$ cat src/rtl/csa_accumulator.sv
// csa_accumulator
// Folds a stream of carry-save (sum, carry) pairs from an 18-bit CSA into
// signed group sums. Each pair is resolved to an 18-bit signed value in
// stage 1, sign-extended in stage 2, and then folded into the accumulator
// by a two-state group FSM (EMPTY / RUN). A pair flagged in_last closes the
// group and presents the sum on out_data.
//
// Optional feature: define CSA_ACC_SAT_EN to make every accumulator
// addition saturate to the signed ACC_W range instead of wrapping.
//
// Handshake: a transfer happens on any rising edge where valid and ready
// are both high. The whole pipeline advances together and freezes only
// when a result is waiting and the consumer is not taking it, so
// in_ready = !(out_valid && !out_ready). out_data never changes while
// out_valid is high and out_ready is low.
module csa_accumulator #(
    parameter int ACC_W = 24
) (
    input  logic             clk,
    input  logic             rst,
    input  logic             in_valid,
    output logic             in_ready,
    input  logic [17:0]      in_s,
    input  logic [17:0]      in_c,
    input  logic             in_last,
    output logic             out_valid,
    input  logic             out_ready,
    output logic [ACC_W-1:0] out_data,
    output logic             busy,
    output logic             fsm_state
);

    typedef enum logic {
        EMPTY = 1'b0,
        RUN   = 1'b1
    } grp_state_t;

`ifdef CSA_ACC_SAT_EN
    localparam logic [ACC_W-1:0] SAT_MAX = {1'b0, {(ACC_W-1){1'b1}}};
    localparam logic [ACC_W-1:0] SAT_MIN = {1'b1, {(ACC_W-1){1'b0}}};
`endif

    // Pipeline-wide stall: a presented result is not being consumed.
    logic             stall;

    // Stage 1: resolved 18-bit carry-save value.
    logic [17:0]      v_comb;
    logic             s1_valid;
    logic [17:0]      s1_v;
    logic             s1_last;

    // Stage 2: sign-extended value ready to be folded.
    logic             s2_valid;
    logic [ACC_W-1:0] s2_v;
    logic             s2_last;

    // Accumulator and group FSM.
    grp_state_t       state_q;
    grp_state_t       state_d;
    logic [ACC_W-1:0] acc_q;
    logic [ACC_W-1:0] acc_d;
    logic [ACC_W-1:0] sum_raw;
    logic [ACC_W-1:0] sum_add;
    logic [ACC_W-1:0] sum_next;
    logic             fold;

    assign stall     = out_valid & ~out_ready;
    assign in_ready  = ~stall;
    assign fsm_state = state_q;

    // The carry vector carries weight 2^(i+1); the 18-bit shift drops bit 17
    // so the result is the CSA value modulo 2^18.
    assign v_comb = in_s + (in_c << 1);

    // Stage 1 register: capture the resolved pair whenever the pipe moves.
    always_ff @(posedge clk or posedge rst) begin
        if (rst) begin
            s1_valid <= 1'b0;
            s1_v     <= '0;
            s1_last  <= 1'b0;
        end else if (!stall) begin
            s1_valid <= in_valid;
            s1_v     <= v_comb;
            s1_last  <= in_last;
        end
    end

    // Stage 2 register: sign-extend the 18-bit value to accumulator width.
    always_ff @(posedge clk or posedge rst) begin
        if (rst) begin
            s2_valid <= 1'b0;
            s2_v     <= '0;
            s2_last  <= 1'b0;
        end else if (!stall) begin
            s2_valid <= s1_valid;
            s2_v     <= {{(ACC_W-18){s1_v[17]}}, s1_v};
            s2_last  <= s1_last;
        end
    end

    // Accumulator adder, optionally clamping on signed overflow.
    always_comb begin
        sum_raw = acc_q + s2_v;
`ifdef CSA_ACC_SAT_EN
        if (!acc_q[ACC_W-1] && !s2_v[ACC_W-1] && sum_raw[ACC_W-1]) begin
            sum_add = SAT_MAX;
        end else if (acc_q[ACC_W-1] && s2_v[ACC_W-1] && !sum_raw[ACC_W-1]) begin
            sum_add = SAT_MIN;
        end else begin
            sum_add = sum_raw;
        end
`else
        sum_add = sum_raw;
`endif
    end

    // Group FSM next state: EMPTY starts a fresh sum, RUN keeps adding,
    // a last element always closes the group.
    always_comb begin
        state_d  = state_q;
        acc_d    = acc_q;
        fold     = s2_valid & ~stall;
        sum_next = (state_q == EMPTY) ? s2_v : sum_add;
        if (fold) begin
            acc_d = sum_next;
            if (s2_last) begin
                state_d = EMPTY;
            end else begin
                state_d = RUN;
            end
        end
    end

    // Group FSM and accumulator registers.
    always_ff @(posedge clk or posedge rst) begin
        if (rst) begin
            state_q <= EMPTY;
            acc_q   <= '0;
        end else begin
            state_q <= state_d;
            acc_q   <= acc_d;
        end
    end

    // Result register: load on a closing element, drop once consumed.
    always_ff @(posedge clk or posedge rst) begin
        if (rst) begin
            out_valid <= 1'b0;
            out_data  <= '0;
        end else if (fold && s2_last) begin
            out_valid <= 1'b1;
            out_data  <= sum_next;
        end else if (out_valid && out_ready) begin
            out_valid <= 1'b0;
        end
    end

    // Busy while any accepted pair is in flight or a group is still open.
    always_comb begin
        busy = s1_valid | s2_valid | (state_q == RUN);
    end

endmodule

$ cat config.mk
export PLATFORM = sky130hd
export DESIGN_NAME = csa_accumulator
export DESIGN_NICKNAME = d
export VERILOG_FILES = /design/src/rtl/csa_accumulator.sv
export SDC_FILE = /design/constraint.sdc
export NUM_CORES = 1
export LEC_CHECK = 0
export BUFFER_PORTS_ARGS = -buffer_cell sky130_fd_sc_hd__buf_2
export CAP_MARGIN = 25
export CELL_PAD_IN_SITES_DETAIL_PLACEMENT = 2
export CELL_PAD_IN_SITES_GLOBAL_PLACEMENT = 2
export CORE_ASPECT_RATIO = 0.7
export CORE_MARGIN = 2
export CORE_UTILIZATION = 36
export DETAILED_ROUTE_END_ITERATION = 16
export GPL_TIMING_DRIVEN = 0
export HOLD_SLACK_MARGIN = 0.08
export PLACE_DENSITY = 0.91
export SYNTH_ARGS = -nofsm -noshare
export SYNTH_HDL_FRONTEND = slang
export SYNTH_SLANG_ARGS = --single-unit
$ cat constraint.sdc
create_clock -name clk -period 3.8 [get_ports clk]
set_input_delay 0 -clock clk [delete_from_list [all_inputs] [get_ports clk]]
set_output_delay 0 -clock clk [all_outputs]
set_load 0.005 [all_outputs]
==> impl_results.md, run 1 <==
* CTS Buf Count at 9
* Sequential area share after synthesis at 41.0%
* Nets at roughly 810
* Crit-path leading delay family: compound AO/OA/AOI/OAI gates
* Hold WC Path Type: in2reg
* Root Driver: clkbuf_16
* Worst R2R Start: s2_v[17]
* Worst R2R Setup Slack at 640 ps
* Buf+Inv Stages, Crit Path at 0
* DRT Wirelength at 18,800 µm
* Core area at 14,800 µm²
* CP Launch Type: register
* Worst vdd ir at 0.286 mV
* PortBufs at 67
* Initial drt markers at 198
* Inserted Diodes at 0
* Leak pwr at 3.15 nW
* CP Capture Type: register
* Starting Density at a little under two fifths
* Yosys reg bits at 90
* Clock Latency Late Sink at between 300 and 400 ps
* Total power at about 6.7 mW
* Endpoint, Worst Hold: s1_v[2]
* Hold Path Depth at 4
* Minimum clock period at about 3200 ps
* Top_reg_cell synth: dfrtp_1
* Pwr dens at between 1000 and 1500 nW/µm²
* Hpwl dp at 14,500 µm
* Synth top area share at 41.0%
* Area contributors post-synth: dfrtp_1 41%, nand2_1 10%, ha_1 8.9%
* HP Start: in_c[1]
* Max-cap violations at 0
* Synth Area per Inst at 8.60 µm²
* Busiest grt layer: met2
* Grt total ovfl at 0
* Post-route clock period utilization at 83.1%
* Count of final max-slew check failures at 0
* Drc violations at 0
* Worst EP arrival at 3370 ps
* First drt pass iteration count at 4
* Vias in the first global route at 5,649
* Yosys cell types at 54
* Setup TNS at 0 ps
* Post-place setup slack at 745 ps
* CTS tree: done
* Syn nets at between 700 and 800
* Initial antenna violation count at 0
* Post-route worst setup slack at 644 ps
* Final setup fails at 0
* Fillers at between 1,500 and 2,000
* Met3 GRT Util at ~3.8%
* Outcome: finished clean
* H-tree depth reported by CTS at 3
* Unrepaired setup endpoints after global routing: false
* Antenna Nets Post-Route at 0
* Die Y at approximately 110 µm
* Met2 Usage GRT at 42.7%
* Syn Std Cell Area at 5490 µm²
* Wire per inst at 20.3 µm
* Layout Skew at 7.02 ps
* Met1 usage at 32.0%
* Reg-to-reg endpoint: acc_q[23]
* Crit Path Max Fanout at 7
* Slew @ Worst Pin at 844 ps
* RD Place Congestion at 0.885
* Critical Path Slowest Stage Cell: dfrtp_1
* Worst path max stage delay at 530 ps
* Layout area overhead at 18.1%
* DIE AREA at 16,300 µm²
* Final hold violation count at 0
* Worst-path clk slew at 70 ps
* Cells on worst reg2reg path at 9
* Share of cells above drive strength 1 at 12.6%
* Post-Syn Instances at 638
* Asr flop ratio synth at 100%
* Largest net degree at the start of global routing at 65
* First-pass GRT wire length at 30,400 µm
* FMAX at 0.317 GHz
* Syn. warnings at 0
* Clock buffer depth at 2
* Critical path required time at ~4000 ps
* Number of synthesized flops with an enable pin at 0
* Area leader, netlist: dfrtp_1
* DR vias/cell at 5.51
* Worst path cell trace: ha_1 > and4_1 > and3_1 > o21ai_0 > a311o_1 > a21oi_1 > a21boi_0 > o32ai_1 > a31oi_1
* # rows at 37
* Total track usage at 24.6%
* Rel. slew slack at 43.7%
* Vias at 5,082
* Setup CP Type: reg2reg
* Overall die width at 152 µm
* CTS sink cnt at 90
* I/O Pins at 69
## what timing repair did
action,in CTS,in global routing
hold buffers,6,0
gates resized for setup,0,0
hold endpoints to repair,94,0
buffers inserted,0,0
setup endpoints to repair,0,0
## placed cells by master (no fill, tap or decap), types with 3 or more instances in the layout
| cell type | n |
|---|---|
| nand2_1 | 153 |
| dfrtp_1 | 90 |
| buf_2 | 69 |
| o21ai_0 | 63 |
| a21oi_1 | 49 |
| ha_1 | 39 |
| nor2_1 | 38 |
| clkbuf_1 | 26 |
| xnor2_1 | 19 |
| xor2_1 | 14 |
| mux2i_1 | 13 |
| a21o_1 | 13 |
| inv_1 | 12 |
| o21a_1 | 9 |
| and3_1 | 9 |
| clkbuf_16 | 9 |
| a211oi_1 | 8 |
| nand3_1 | 7 |
| a31oi_1 | 7 |
| nand2b_1 | 7 |
| a211o_1 | 6 |
| dlygate4sd3_1 | 6 |
| o31ai_1 | 4 |
| a21boi_0 | 4 |
| nor2b_1 | 3 |
| nor3_1 | 3 |
| nand4_1 | 3 |
## per-layer routing
metal | vias up | part of all wire (%)
li1 | 2395 | -
met1 | 2576 | 47
met2 | 93 | 49
met3 | 18 | 3.0
met4 | 0 | 1.4
met5 | - | 0
## worst max-delay path by stage
stage                            to  startpoint  slack (ps)  depth (start not counted)
final                     acc_q[23]    s2_v[17]         640                          9
after global routing      acc_q[23]    s2_v[17]         450                          9
after CTS                 acc_q[23]    s2_v[17]         700                          9
after detailed placement  acc_q[23]    s2_v[17]         750                          9
after global placement     s1_v[15]         rst         420                          2
after floorplan           acc_q[20]     s2_v[0]        1180                         11
## report_power, final
group          leakage [nW]  switching, mW  internal (mW)  total [mW]
Combinational          1.92           2.42           1.47        3.89
Clock                 0.156          0.425          0.587        1.01
Sequential             1.08          0.374           1.42        1.79
Total                  3.15           3.22           3.47        6.69
## worst min-delay path, cell delays in order
cell and delay, ps:
buf_2 110, fa_1 170, nand2_1 50, nand2_1 80
## registers in the layout, summed over array words and instances, names as in the netlist
signal	count
acc_q	24
out_data	24
s1_v	18
s2_v	18
fsm_state	1
out_valid	1
s1_last	1
s1_valid	1
s2_last	1
s2_valid	1
## metrics by stage
stage / std cells / hold WS (ps) / instance area, µm² / utilization [%]
2_1_floorplan: 638 / 112 / 5490 / -
4_1_cts: 923 / 81.7 / 6480 / 43.8
6_report: 923 / 92.1 / 6480 / 43.8
5_1_grt: 923 / 127 / 6480 / 43.8
3_3_place_gp: 900 / 196 / 6070 / 41.0
3_5_place_dp: 901 / 25.3 / 6100 / 41.2
## cell families after synthesis
kind of cell | synth area share (%)
buffers and inverters | 2.99
adders and majority gates | 9.62
xor gates and xnor gates | 5.27
DFF | 41.0
AOI/OAI and AO/OA | 20.7
muxes | 2.37
and+or+nand+nor | 18.0
## area by class of cell
class                           instances  area (µm²)  share of cell area [%]
Multi-Input combinational cell        505        3070                    47.4
Timing Repair Buffer                   74         423                    6.52
Clock buffer                           10         229                    3.53
Inverter                               14        55.1                   0.849
Sequential cell                        90        2250                    34.7
Tap cell                              195         244                    3.76
Clock inverter                          6        96.3                    1.49
Buffer                                 29         111                    1.72
## cells in the mapped netlist (all sizes together), types with 3 or more instances
master,instances
a31oi,7
nand3,7
clkbuf,25
a21oi,50
nor2,38
nor2b,4
ha,39
inv,13
nand2,153
a21o,13
xor2,14
xnor2,19
nor3,3
buf,4
and3,9
o21a,9
mux2i,13
nand4,3
o21ai,64
a21boi,4
a211oi,8
o31ai,5
nand2b,7
a211o,6
dfrtp,90
Note: power is estimated with default switching activity, not from simulation.
==> run 2: changes to the inputs <==
Settings changed: CORE_UTILIZATION 36 to 32, PLACE_DENSITY 0.91 to 0.86.
Clock period 3.8 ns to 2.9 ns, I/O delays scaled along.
==> impl_results.md, run 2 (synthesis gave the netlist of run 1 again) <==
* First-pass GRT wire length at 30,200 µm
* FMAX at ~0.36 GHz
* PortBufs at 67
* Footprint of the multi-input gates at between 3000 and 4000 µm²
* Vias at 4,988
* HP Start: in_c[16]
* Clock buffer depth at 2
* Final setup fails at 0
* DIE AREA at 18,200 µm²
* Total track usage at 21.0%
* Design area at 6670 µm²
* DRT Wirelength at 18,200 µm
* Hold Path Depth at 4
* CP Capture Type: register
* Final hold violation count at 0
* Inserted Diodes at 0
* Most frequent cells in the layout: 153 x nand2_1, 90 x dfrtp_1, 69 x buf_2
* Layout area overhead at 21.5%
* Worst EP arrival at 3080 ps
* Placed cells at around 940
* Leak pwr at 3.20 nW
* Finished Layout Cells at between 900 and 1,000
* Crit Path Max Fanout at 4
* CP Launch Type: register
* Count of final max-slew check failures at 0
* Nets at just over 800
* Layout Skew at 9.19 ps
* Critical path required time at 3200 ps
* Initial antenna violation count at 0
* Minimum clock period at between 2000 and 3000 ps
* Max-cap violations at 0
* Pwr dens at 1350 nW/µm²
* I/O Pins at 69
* Share of cells above drive strength 1 at 14.9%
* DR vias/cell at 5.17
* Overall die width at 161 µm
* Core area at 17,000 µm²
* Slew @ Worst Pin at approximately 810 ps
* Vias in the first global route at approximately 5,600
* Initial drt markers at 256
* CTS tree: done
* Commonest non-fill, non-tap cell in the layout: nand2_1
* Worst-path clk slew at 70 ps
* Drc violations at 0
* Largest net degree at the start of global routing at 63
* Worst vdd ir at about 0.46 mV
* Worst R2R Setup Slack at 120 ps
* Reg-to-reg endpoint: acc_q[20]
* Wire per inst at 18.9 µm
* Fillers at 1,911
* Hold WC Path Type: in2reg
* Grt total ovfl at 0
* Worst path cell trace: ha_2 > inv_2 > fa_2 > nor2b_4 > o31ai_4 > a2111oi_4 > buf_4 > a21oi_4 > nor4_4 > o22ai_2 > or4_1 > nand3_1
* CTS Buf Count at 9
* Endpoint, Worst Hold: s1_v[17]
* Critical Path Slowest Stage Cell: or4_1
* Worst path max stage delay at roughly 440 ps
* H-tree depth reported by CTS at 3
* Outcome: finished clean
* Cells on worst reg2reg path at 12
* Worst R2R Start: s2_v[0]
* Seq. cell area at 2250 µm²
* Starting Density at 32.3%
* Root Driver: clkbuf_16
* Hpwl dp at 14,000 µm
* RD Place Congestion at 0.844
* Die Y at 114 µm
* First drt pass iteration count at 4
* CTS sink cnt at 90
* Rel. slew slack at 46.0%
* # rows at 40
* Unrepaired setup endpoints after global routing: true
* Antenna Nets Post-Route at 0
* Clock Latency Late Sink at 360 ps
* DP Area at around 6100 µm²
* Post-route clock period utilization at a little over nine tenths
* Setup CP Type: reg2reg
* Regs by FF count: acc_q x24, out_data x24
* Final design utilization at 39.3%
## run 2: area by class of cell
class / instances / area share (%)
multi-input combinational: 505 / 47.4
clock inverter: 5 / 1.28
inverter: 14 / 0.826
sequential: 90 / 33.8
buffer: 29 / 1.71
clock buffer: 10 / 3.58
tap: 231 / 4.33
timing repair buffer: 80 / 7.09
## run 2: worst max-delay path, delay by kind of cell, from the launching register on
kind / cells / cell delay, ps
flops: 1 / 380
buf+inv: 2 / 230
fa+ha+maj: 2 / 590
simple gates: 4 / 880
compound gates: 4 / 650
## run 2: report_power, final
group | leakage [nW] | switching (mW) | internal [mW]
registers | 1.08 | 0.478 | 1.86
logic | 1.97 | 3.29 | 2.05
clock network | 0.156 | 0.538 | 0.780
## run 2: what timing repair did
item / 4_1_cts / 5_1_grt
setup endpoints to repair: 13 / 26
endpoints found under the hold margin: 95 / 0
hold buffers: 8 / 0
pin swaps: 4 / 1
resized for setup: 8 / 13
setup buffers: 2 / 2
## run 2: how the worst max path moves through the flow
stage | slack [ps] | endpoint | start
floorplan | 280 | acc_q[20] | s2_v[0]
global placement | -510 | s1_v[15] | rst
detailed placement | -220 | acc_q[20] | s2_v[0]
CTS | 10 | out_data[22] | s2_v[0]
global route | -40 | acc_q[23] | s2_v[14]
finish | 120 | acc_q[20] | s2_v[0]
## run 2: routing by layer
metal  track usage, %  routed length (µm)  up-vias
met2             35.5                8560       87
li1                 -                   -     2400
met3             4.47                 703       17
met5                0                   0        -
met1             27.7                8750     2484
met4             5.11                 233        0
## run 2: metrics by stage
stage	hold slack (ps)	power [mW]	TNS [ps]	setup slack (ps)
detailed placement	30.1	7.31	-443	-220
global placement	200	6.91	-44740	-505
CTS	107	8.85	0	11.1
global route	160	9.76	-45.0	-40.7
finish	102	8.99	0	115
floorplan	112	5.69	0	275
==> run 3: changes to the inputs <==
Settings changed: BUFFER_PORTS_ARGS -buffer_cell sky130_fd_sc_hd__buf_2 to -buffer_cell sky130_fd_sc_hd__clkbuf_2.
==> impl_results.md, run 3 (synthesis gave the netlist of run 1 again) <==
* Root Driver: clkbuf_16
* Final design utilization at 39.7%
* Critical path required time at 3170 ps
* Slew @ Worst Pin at a little over 800 ps
* Commonest non-fill, non-tap cell in the layout: nand2_1
* Met3 GRT Util at roughly 4.6%
* Setup CP Type: reg2reg
* Worst EP arrival at 3060 ps
* Core area at 17,000 µm²
* CP Launch Type: register
* DRT Wirelength at 18,400 µm
* Vias at slightly above 5,000
* Combinational power share at about 60%
* First drt pass iteration count at 4
* Part of the power in registers at 25.4%
* Sw Share at 48.0%
* Met1 usage at 27.9%
* Switch Pwr at 4.42 mW
* H-tree depth reported by CTS at 3
* Layout Skew at 7.36 ps
* Critical Path Slowest Stage Cell: a2111oi_4
* Max-cap violations at 0
* PortBufs at 67
* Placed cells at ~940
* # rows at 40
* Clock power share at between 10% and 20%
* Rel. slew slack at 44.8%
* Finished Layout Cells at 971
* Worst R2R Setup Slack at between 100 and 150 ps
* Pwr dens at 1370 nW/µm²
* Die Y at roughly 110 µm
* CTS Buf Count at 9
* CP Capture Type: register
* Hpwl dp at 13,700 µm
* Hold WC Path Type: in2reg
* Count of final max-slew check failures at 0
* Outcome: finished clean
* Final setup fails at 0
* Wire per inst at 18.9 µm
* Largest net degree at the start of global routing at 63
* Final hold violation count at 0
* Clock buffer depth at 2
* Vias in the first global route at 5,644
* Grt total ovfl at 0
* Layout area overhead at 22.7%
* RD Place Congestion at 0.833
* Nets at between 800 and 900
* Minimum clock period at approximately 2800 ps
* Worst path cell trace: ha_2 > inv_1 > fa_2 > nor2b_4 > o31ai_4 > a2111oi_4 > a21oi_4 > o31ai_2 > xor2_1 > mux2i_1 > o21ai_0
* Crit Path Max Fanout at 4
* Leak pwr at 3.25 nW
* First-pass GRT wire length at 30,100 µm
* Internal at between 4 and 5 mW
* Initial antenna violation count at 0
* Worst path max stage delay at ~420 ps
* Post-route clock period utilization at 96.1%
* Antenna Nets Post-Route at 0
* Drc violations at 0
* Inserted Diodes at 0
* Initial drt markers at 236
* FMAX at 0.359 GHz
* Busiest grt layer: met2
* Overall die width at 161 µm
* CTS tree: done
* Worst-path clk slew at 70 ps
* CTS sink cnt at 90
* Starting Density at 32.3%
* DIE AREA at 18,200 µm²
* Most frequent cells in the layout: 153 x nand2_1, 89 x dfrtp_1, 69 x clkbuf_2
* I/O Pins at 69
* Share of cells above drive strength 1 at 15.9%
* Worst vdd ir at 0.444 mV
* Regs by FF count: acc_q x24, out_data x24
* Met2 Usage GRT at 35.3%
* Unrepaired setup endpoints after global routing: true
* DR vias/cell at 5.25
* Clock Latency Late Sink at 360 ps
* Total track usage at ~21%
[run 3: stage by stage]
step                      power (mW)  TNS (ps)  setup WS [ps]  hold slack, ps  area, µm²
after floorplan                 5.69         0            275             112       5490
after global placement          6.91    -43740           -494             201       6110
after detailed placement        7.33      -690           -219            27.3       6140
after CTS                       8.90         0           2.40            84.7       6620
after global routing            9.96     -90.6          -35.7             135       6730
final                           9.22         0            113            96.1       6730
[run 3: worst paths after layout]
kind | from | to | cells past startpoint
min in group asynchronous | rst | out_data[6] | 3
hold reg to reg | s1_v[2] | s2_v[2] | 2
hold / removal | in_c[16] | s1_v[17] | 4
max in group asynchronous | rst | s2_v[17] | 4
setup reg to reg | s2_v[0] | acc_q[16] | 11
setup / recovery | s2_v[0] | acc_q[16] | 11
[run 3: final cells by class]
| cell class | instances | area (µm²) |
|---|---|---|
| inverters | 14 | 55.1 |
| fillers | 1911 | 10200 |
| repair buffers | 87 | 526 |
| well taps | 231 | 289 |
| clock buffers | 9 | 225 |
| multi-input cells | 505 | 3160 |
| flip-flops and latches | 90 | 2250 |
| clock inverters | 7 | 108 |
| plain buffers | 28 | 119 |
[run 3: metal layers]
layer	part of all wire, %	vias to the layer above
met5	0	-
met4	0.68	0
met3	4.2	10
met2	48	100
met1	48	2572
li1	-	2416
[run 3: timing repair]
| action | in CTS | in global routing |
|---|---|---|
| endpoints found under the setup margin | 6 | 26 |
| gates resized for setup | 8 | 21 |
| hold endpoints to repair | 95 | 0 |
| setup buffers | 3 | 8 |
| hold buffers | 8 | 0 |
| pin swaps | 5 | 6 |
[run 3: power groups by stage]
stage | combinational (mW) | clock (mW) | sequential [mW]
after floorplan | 3.51 | 0 | 2.18
after global placement | 4.62 | 0 | 2.29
after detailed placement | 4.99 | 0 | 2.34
after CTS | 5.21 | 1.36 | 2.33
after global routing | 6.12 | 1.42 | 2.41
final | 5.53 | 1.34 | 2.35
[run 3: worst max-delay path, delay by kind of cell, from the launching register on]
kind	cells	cell delay, ps
fa+ha+maj	2	590
compound gates	5	1170
buf+inv	1	60
xor+xnor	1	200
mux	1	120
simple gates	1	160
flops	1	380
